===== config.mk =====
export PLATFORM = sky130hd
export DESIGN_NAME = qnigma_math_chacha20_kst_fifo
export DESIGN_NICKNAME = d
export VERILOG_FILES = /design/src/rtl/qnigma_math_chacha20_kst_fifo.sv
export SDC_FILE = /design/constraint.sdc
export NUM_CORES = 2
export LEC_CHECK = 0
export CORE_MARGIN = 4
export CORE_UTILIZATION = 40
export CTS_CLUSTER_DIAMETER = 120
export DETAILED_ROUTE_END_ITERATION = 8
export GPL_TIMING_DRIVEN = 0
export SLEW_MARGIN = 25
export SYNTH_ARGS = -nofsm -noshare
export SYNTH_HDL_FRONTEND = slang
export SYNTH_SLANG_ARGS = --single-unit
export TNS_END_PERCENT = 100

===== constraint.sdc =====
create_clock -name clk -period 9.1 [get_ports clk]
set_input_delay 2.275 -clock clk [delete_from_list [all_inputs] [get_ports clk]]
set_output_delay 2.275 -clock clk [all_outputs]
set_load 0.1 [all_outputs]

===== src/rtl/qnigma_math_chacha20_kst_fifo.sv =====
// ChaCha20 keystream prefetch FIFO: requests 512-bit blocks, serialises them into a block RAM and
// hands out WIDTH-bit words in order, with flush/rekey discard, block skip and underflow flag.
module qnigma_math_chacha20_kst_fifo #(
    parameter int unsigned WIDTH = 64,
    parameter int unsigned BLKS  = 4
) (
    input  logic                                     clk,
    input  logic                                     rst,
    input  logic                                     flush,
    output logic                                     blk_nxt,
    input  logic                                     blk_run,
    input  logic [511:0]                             blk_kst,
    input  logic                                     blk_val,
    output logic                                     rdy,
    input  logic                                     read,
    input  logic                                     skip,
    output logic [WIDTH-1:0]                         str,
    output logic                                     str_val,
    output logic [$clog2(BLKS*(512/WIDTH)):0]        lvl,
    output logic                                     err
);

    localparam int unsigned WPB   = 512 / WIDTH;
    localparam int unsigned DEPTH = BLKS * WPB;
    localparam int unsigned WW    = $clog2(WPB);
    localparam int unsigned BW    = $clog2(BLKS);
    localparam int unsigned PW    = BW + 1;
    localparam int unsigned CW    = PW + 1;
    localparam int unsigned AW    = $clog2(DEPTH);
    localparam int unsigned LW    = AW + 1;

    logic [WIDTH-1:0] mem [DEPTH];

    logic [PW-1:0]    wr_q, wr_d, rd_q, rd_d;
    logic [WW-1:0]    rd_word_q, rd_word_d;
    logic             ser_act_q, ser_act_d;
    logic [WW-1:0]    ser_cnt_q, ser_cnt_d;
    logic [511:0]     ser_data_q, ser_data_d;
    logic             infl_q, infl_d;
    logic             discard_q, discard_d;
    logic             nxt_q, nxt_d;
    logic [LW-1:0]    lvl_q, lvl_d;
    logic [WIDTH-1:0] str_q, str_d;
    logic             str_val_q, str_val_d;
    logic             err_q, err_d;

    logic [PW-1:0]    used;
    logic             rdy_int;
    logic             rd_ok;
    logic             skip_ok;
    logic             commit;
    logic [LW-1:0]    consumed;
    logic             mem_we;
    logic [AW-1:0]    mem_waddr;
    logic [AW-1:0]    mem_raddr;

    assign rdy_int   = (lvl_q != '0);
    assign used      = wr_q - rd_q;
    assign rd_ok     = read && rdy_int && !flush;
    assign skip_ok   = skip && rdy_int && !flush;
    assign commit    = ser_act_q && (ser_cnt_q == WW'(WPB - 1));
    assign mem_we    = ser_act_q && !flush && !rst;
    assign mem_waddr = {wr_q[BW-1:0], ser_cnt_q};
    assign mem_raddr = {rd_q[BW-1:0], rd_word_q};

    always_comb begin
        if (skip_ok) begin
            // Skip consumes everything left in the current block, including a same-cycle read.
            consumed = LW'(WPB) - LW'(rd_word_q);
        end else if (rd_ok) begin
            consumed = LW'(1);
        end else begin
            consumed = '0;
        end
    end

    always_comb begin
        wr_d       = wr_q;
        rd_d       = rd_q;
        rd_word_d  = rd_word_q;
        ser_act_d  = ser_act_q;
        ser_cnt_d  = ser_cnt_q;
        ser_data_d = ser_data_q;
        infl_d     = infl_q;
        discard_d  = discard_q;
        lvl_d      = lvl_q;
        str_val_d  = rd_ok;
        str_d      = rd_ok ? mem[mem_raddr] : '0;
        err_d      = read && !rdy_int && !flush;

        if (flush) begin
            wr_d      = '0;
            rd_d      = '0;
            rd_word_d = '0;
            ser_act_d = 1'b0;
            ser_cnt_d = '0;
            lvl_d     = '0;
            if (blk_val && infl_q) begin
                infl_d    = 1'b0;
                discard_d = 1'b0;
            end else if (infl_q || nxt_q) begin
                // A block of the old key is still coming; swallow it when it lands.
                infl_d    = 1'b1;
                discard_d = 1'b1;
            end
        end else begin
            if (ser_act_q) begin
                ser_cnt_d  = ser_cnt_q + WW'(1);
                ser_data_d = ser_data_q >> WIDTH;
                if (commit) begin
                    ser_act_d = 1'b0;
                    wr_d      = wr_q + PW'(1);
                end
            end
            if (skip_ok || (rd_ok && rd_word_q == WW'(WPB - 1))) begin
                rd_word_d = '0;
                rd_d      = rd_q + PW'(1);
            end else if (rd_ok) begin
                rd_word_d = rd_word_q + WW'(1);
            end
            lvl_d = lvl_q + (commit ? LW'(WPB) : LW'(0)) - consumed;
            if (blk_val && infl_q) begin
                infl_d    = 1'b0;
                discard_d = 1'b0;
                if (!discard_q) begin
                    ser_act_d  = 1'b1;
                    ser_cnt_d  = '0;
                    ser_data_d = blk_kst;
                end
            end
            if (nxt_q) begin
                infl_d = 1'b1;
            end
        end

        // Serialising block counts as occupied so the RAM can never be over-requested.
        nxt_d = ({1'b0, used} + CW'(infl_q) + CW'(ser_act_q) < CW'(BLKS))
                && !blk_run && !infl_q && !nxt_q && !flush;
    end

    always_ff @(posedge clk) begin
        if (rst) begin
            wr_q       <= '0;
            rd_q       <= '0;
            rd_word_q  <= '0;
            ser_act_q  <= 1'b0;
            ser_cnt_q  <= '0;
            ser_data_q <= '0;
            infl_q     <= 1'b0;
            discard_q  <= 1'b0;
            nxt_q      <= 1'b0;
            lvl_q      <= '0;
            str_q      <= '0;
            str_val_q  <= 1'b0;
            err_q      <= 1'b0;
        end else begin
            wr_q       <= wr_d;
            rd_q       <= rd_d;
            rd_word_q  <= rd_word_d;
            ser_act_q  <= ser_act_d;
            ser_cnt_q  <= ser_cnt_d;
            ser_data_q <= ser_data_d;
            infl_q     <= infl_d;
            discard_q  <= discard_d;
            nxt_q      <= nxt_d;
            lvl_q      <= lvl_d;
            str_q      <= str_d;
            str_val_q  <= str_val_d;
            err_q      <= err_d;
        end
    end

    always_ff @(posedge clk) begin
        if (mem_we) begin
            mem[mem_waddr] <= ser_data_q[WIDTH-1:0];
        end
    end

    assign blk_nxt = nxt_q;
    assign rdy     = rdy_int;
    assign str     = str_q;
    assign str_val = str_val_q;
    assign lvl     = lvl_q;
    assign err     = err_q;

endmodule


# After elaboration in Yosys (flattened, before gate mapping)
# Memory sizes are Yosys's and may differ from the RTL's. A register that Yosys moved wholly into a read port is not among the register bits.
# Index checks and enable logic that the tools add are counted.
[totals] elab_cells=82 out_inout_bits=74 mem_bits_rw=2048 input_bits=519 memories=1 ff_bits=536
[op_classes] bitwise_logic=1 add_sub_neg=10 n_lt_le_gt_ge=1 n_reduce_logical=33 n_eq_ne=3 mux=21
[memory_table] memory="mem" depth=32 word_bits=64 rd=1 rd_ports_with_merged_regs=1 write_ports=1 line="32" text="logic [WIDTH-1:0] mem [DEPTH];"
[ops] op="$mux 512" n=3
[ops] op="$logic_and 1x1->1" n=15
[ops] op="$mux 1" n=13
[ops] op="$add 3x1->3 const B" n=4
[ops] op="$mux 3" n=3
[ops] op="$add 6x4->6" n=1
[ops] op="$eq 3x3->1 const B" n=2
[ops] op="$logic_not 1->1" n=6
[ops] op="$mux 6" n=1
[ops] op="$reduce_and 2->1" n=3
[ops] op="$reduce_bool 6->1" n=1
[ops] op="$sub 6x6->6" n=1
[ops] op="$sub 4x3->5 const A" n=1
[ops] op="$add 3x1->4" n=1
[ops] op="$add 4x1->4" n=1
[ops] op="$lt 4x3->1 const B" n=1
[ops] op="$mux 4" n=1
[ops] op="$reduce_bool 2->1" n=2
[ops] op="$reduce_or 2->1" n=2
[ops] op="$ne 3x1->1 const B" n=1
[ops] op="$reduce_bool 3->1" n=1
[ops] op="$reduce_or 3->1" n=1
[ops] op="$sub 3x3->3" n=1
[ops] op="$logic_or 1x1->1" n=2
[ops] op="$not 1->1" n=1

# Depth between registers and ports, before layout
[depth] word_depth=8 mapped_depth=14 ltp_nobuf=13

# Worst setup path after synthesis
# Ideal clock, no wire load.
[synth_path] path_kind="input-to-reg" from="input rst" to="memory mem[15][0] (enable)" t_required_ns=8.614 path_buffers=1 setup_slack_ns=3.022 arrival_time_ns=5.592 setup_time_ns=0.486 stages=4 cell_sequence="clkbuf_1 -> nor2_1 -> nand2_1 -> nor2_1"
[synth_via] elab_chain_cells=4
[synth_rtl] item="start: declaration" line="8" text="input logic rst,"
[synth_rtl] item="$logic_not 1->1" line="62" text="assign mem_we = ser_act_q && !flush && !rst;"
[synth_rtl] item="$logic_and 1x1->1" line="62"
[synth_rtl] item="$mux 1" line="174" text="if (mem_we) begin"
[synth_rtl] item="$mux 1 (implied by the code)" line="175" text="mem[mem_waddr] <= ser_data_q[WIDTH-1:0];"
[synth_rtl] item="end: declaration" line="32"
# Every way passes these cells.

# Worst setup path after layout
[layout_path] from="register lvl_q[4] (netlist: lvl[4])" to="output rdy"
[layout_via] elab_chain_cells=1
[layout_rtl] item="start: declaration" line="42" text="logic [LW-1:0] lvl_q, lvl_d;"
[layout_rtl] item="start signal: assignment" line="166" text="lvl_q <= lvl_d;"
[layout_rtl] item="$reduce_bool 6->1" line="57" text="assign rdy_int = (lvl_q != '0);"
[layout_rtl] item="end: declaration" line="14" text="output logic rdy,"
# Every way passes these cells.

==> results.toml <==
[run_status]
status = "complete, but fails checks"
violations = "DRC"

[clock_tree]
cts_hold_buf = 0
clk_path_buf_depth = 4
clkSinkCount = 2648
cts-root-buf = "clkbuf_16"
cts-resized-gates = 0
post_cts_buffers = 0
clk_pin_slew_ps = 60
worstSkewPairLatency_ps = 950
cts_made_buffers = 298
htreeDepth = 5
cts_tree = "built"

[global_routing]
grt_pass1_vias = 58600
grt_max_degree = 34
overflow = 0
grt_pass1_wl_um = 467000
antenna_found_initial = 92
track_usage_pct = 26.2

[yosys]
netlist_instances = 5413
ys_ff_latch = 2648
seq_area_frac_synth_pct = 74.3
synthAdderAreaFrac_pct = 0.351
yosysMostFrequentCell = "edfxtp_1"
synth_area_um2 = 99000
synth.yosys.warnings = 0
synth-xor-area-share_pct = 0.0796
yosys.area.top_type = "edfxtp_1"
yosysTopAreaCellShare_pct = 62.1
syn-num-nets = 5958
synth_edf_count = 2048
postSynthAreaPerCell_um2 = 18.3
synth-async-reset-ratio_pct = 0
synth_area_leaders = "edfxtp_1 (62%), dfxtp_1 (12%), mux4_2 (12%)"
ys.flop_type = "edfxtp_1"
synth-simple-area-share_pct = 3.70
synth.mux.area_fraction_pct = 14.3
synth_compound_area_share_pct = 5.51
synth.distinct_cells = 50
synth_commonest_cells = "edfxtp_1 (2,048), dfxtp_1 (600), mux4_2 (512)"
synth_top_family_by_area = "multiplexers"

[detailed_routing]
drt-initial-drc-count = 7502
met3RoutedLength_um = 27800
vias = 58100
dr_wl_met2_um = 167000
viasPerCell = 5.81
maxUsedRoutingLayer = "met5"
ant_nets = 0
drc = 1
wl_met1_um = 126000
wl_um = 340000
drt-pass1-iter-count = 9
routedWlPerCell_um = 34.0

[worst_setup_path]
crit_path_end_kind = "primary output"
worstSetupPathType = "reg2out"
start_kind = "flip-flop"
path_max_fanout = 6
cp.required_ps = 6830
cp.arrival_ps = 3510

[placement]
place_area_um2 = 113000
gp_congestion = 0.980
numPortBuffers = 591
dp_slack_ps = 3030
hpwl_um = 253000

[timing]
clock.fmax_mhz = 173
post-route-period-util_pct = 63.6
timing.hold.ws_ps = 437
tns_ps = 0
setup_violations = 0
min_period_ps = 5790
relSlewSlack_pct = 26.4
fin_ws_ps = 3310
worst_slew_pin_slew_ps = 1100
rsz0062_at_grt = "no"
finalClockSkew_ps = 59.1
slew_violations = 0
finalHoldViolations = 0

[finish]
seq_area_um2 = 73600
nets = 7002
multiInputGateArea_um2 = 23900
stdcell_area_um2 = 122000
fillCellCount = 20300
drive_gt1_share_pct = 20.5
post-route-util_pct = 49.8
syn2layout_area_growth_pct = 23.8

[floorplan]
dieArea_um2 = 255000
core-area_um2 = 246000
die_width_um = 505
num_rows = 182
num_io_pins = 593
floorplan.die.height_um = 505
initial_utilization_pct = 40.2

[pwr]
leakage_nw = 38.5
peakVddDrop_mv = 0.118
power.density_nw_per_um2 = 212

[run]
maxCapViolCount = 0

[min_path]
hold_class = "reg2reg"
==> layout make-up <==
| type | count | share of cell area (%) |
|---|---|---|
| Tap cell | 3312 | 3.38 |
| Sequential cell | 2648 | 60.1 |
| Clock buffer | 373 | 6.57 |
| Antenna cell | 35 | 0.0715 |
| Clock inverter | 129 | 1.01 |
| Multi-Input combinational cell | 2367 | 19.5 |
| Inverter | 20 | 0.0613 |
| Buffer | 378 | 1.41 |
| Timing Repair Buffer | 744 | 7.88 |
==> metal layers <==
layer  up-vias  GRT usage (%)
met1     30400           32.3
met3       652           6.20
met5         -              0
li1      24200              -
met2      2758           43.9
met4        94           12.3
==> cells by family (layout without fill, tap and decap cells) <==
kind of cell,Yosys count,after routing
muxes,771,771
DFF,2648,2648
AOI/OAI and AO/OA,665,665
adders and majority gates,26,26
buffers and inverters,398,1644
and+or+nand+nor,896,896
xor gates and xnor gates,9,9
other,0,35
==> stage by stage <==
step                      power (W)  instances
final                        0.0260      10000
after global routing         0.0268       9979
after CTS                    0.0262       9971
after detailed placement     0.0147       9469
after global placement       0.0146       9316
after floorplan              0.0140       5413
==> critical path, stage by stage, from the launching register on <==
cell and delay, ps:
dfxtp_1 300, inv_1 70, ha_1 150, or4b_1 440, buf_4 210, nor2_1 300
inv_1 130, clkdlybuf4s50_1 990
==> flip-flops by register name (all words and copies together), names as in the netlist <==
signal,cells
mem,2048
ser_data_q,512
str,64
lvl,6
rd_q,3
rd_word_q,3
ser_cnt_q,3
wr_q,3
blk_nxt,1
discard_q,1
err,1
infl_q,1
ser_act_q,1
str_val,1
==> placed cells by master (no fill, tap or decap), types with 40 or more instances in the layout <==
cell             synthesis  routed
a222oi_1               194     194
a22oi_1                220     220
buf_12                   0      61
buf_16                   0      91
buf_2                  152     155
clkbuf_1               182     227
clkbuf_16                0     307
clkdlybuf4s50_1          0     591
clkinv_1                 0      43
clkinv_2                 0      42
dfxtp_1                600     536
dfxtp_2                  0      64
edfxtp_1              2048    2048
mux2i_1                259     259
mux4_2                 512     512
nand2_1                329     329
nor2_1                 409     375
nor3_1                 102     102
o22a_1                  40      40
o22ai_1                147     147
==> final timing paths <==
kind / end / start / cells after the start / slack (ps)
max: rdy / lvl[4] / 7 / 3310
min: ser_data_q[321] / ser_data_q[321] / 2 / 440
max reg2reg: lvl[5] / rd_word_q[1] / 14 / 4880
min reg2reg: ser_data_q[321] / ser_data_q[321] / 2 / 440
==> report_power, final <==
part	switching [W]	internal, W	total (W)
Combinational	0.000862	0.000520	0.00138
Clock	0.00475	0.00688	0.0116
Sequential	0.0000611	0.0129	0.0130
Total	0.00567	0.0203	0.0260
No activity file was read; power rests on OpenSTA's default activity.
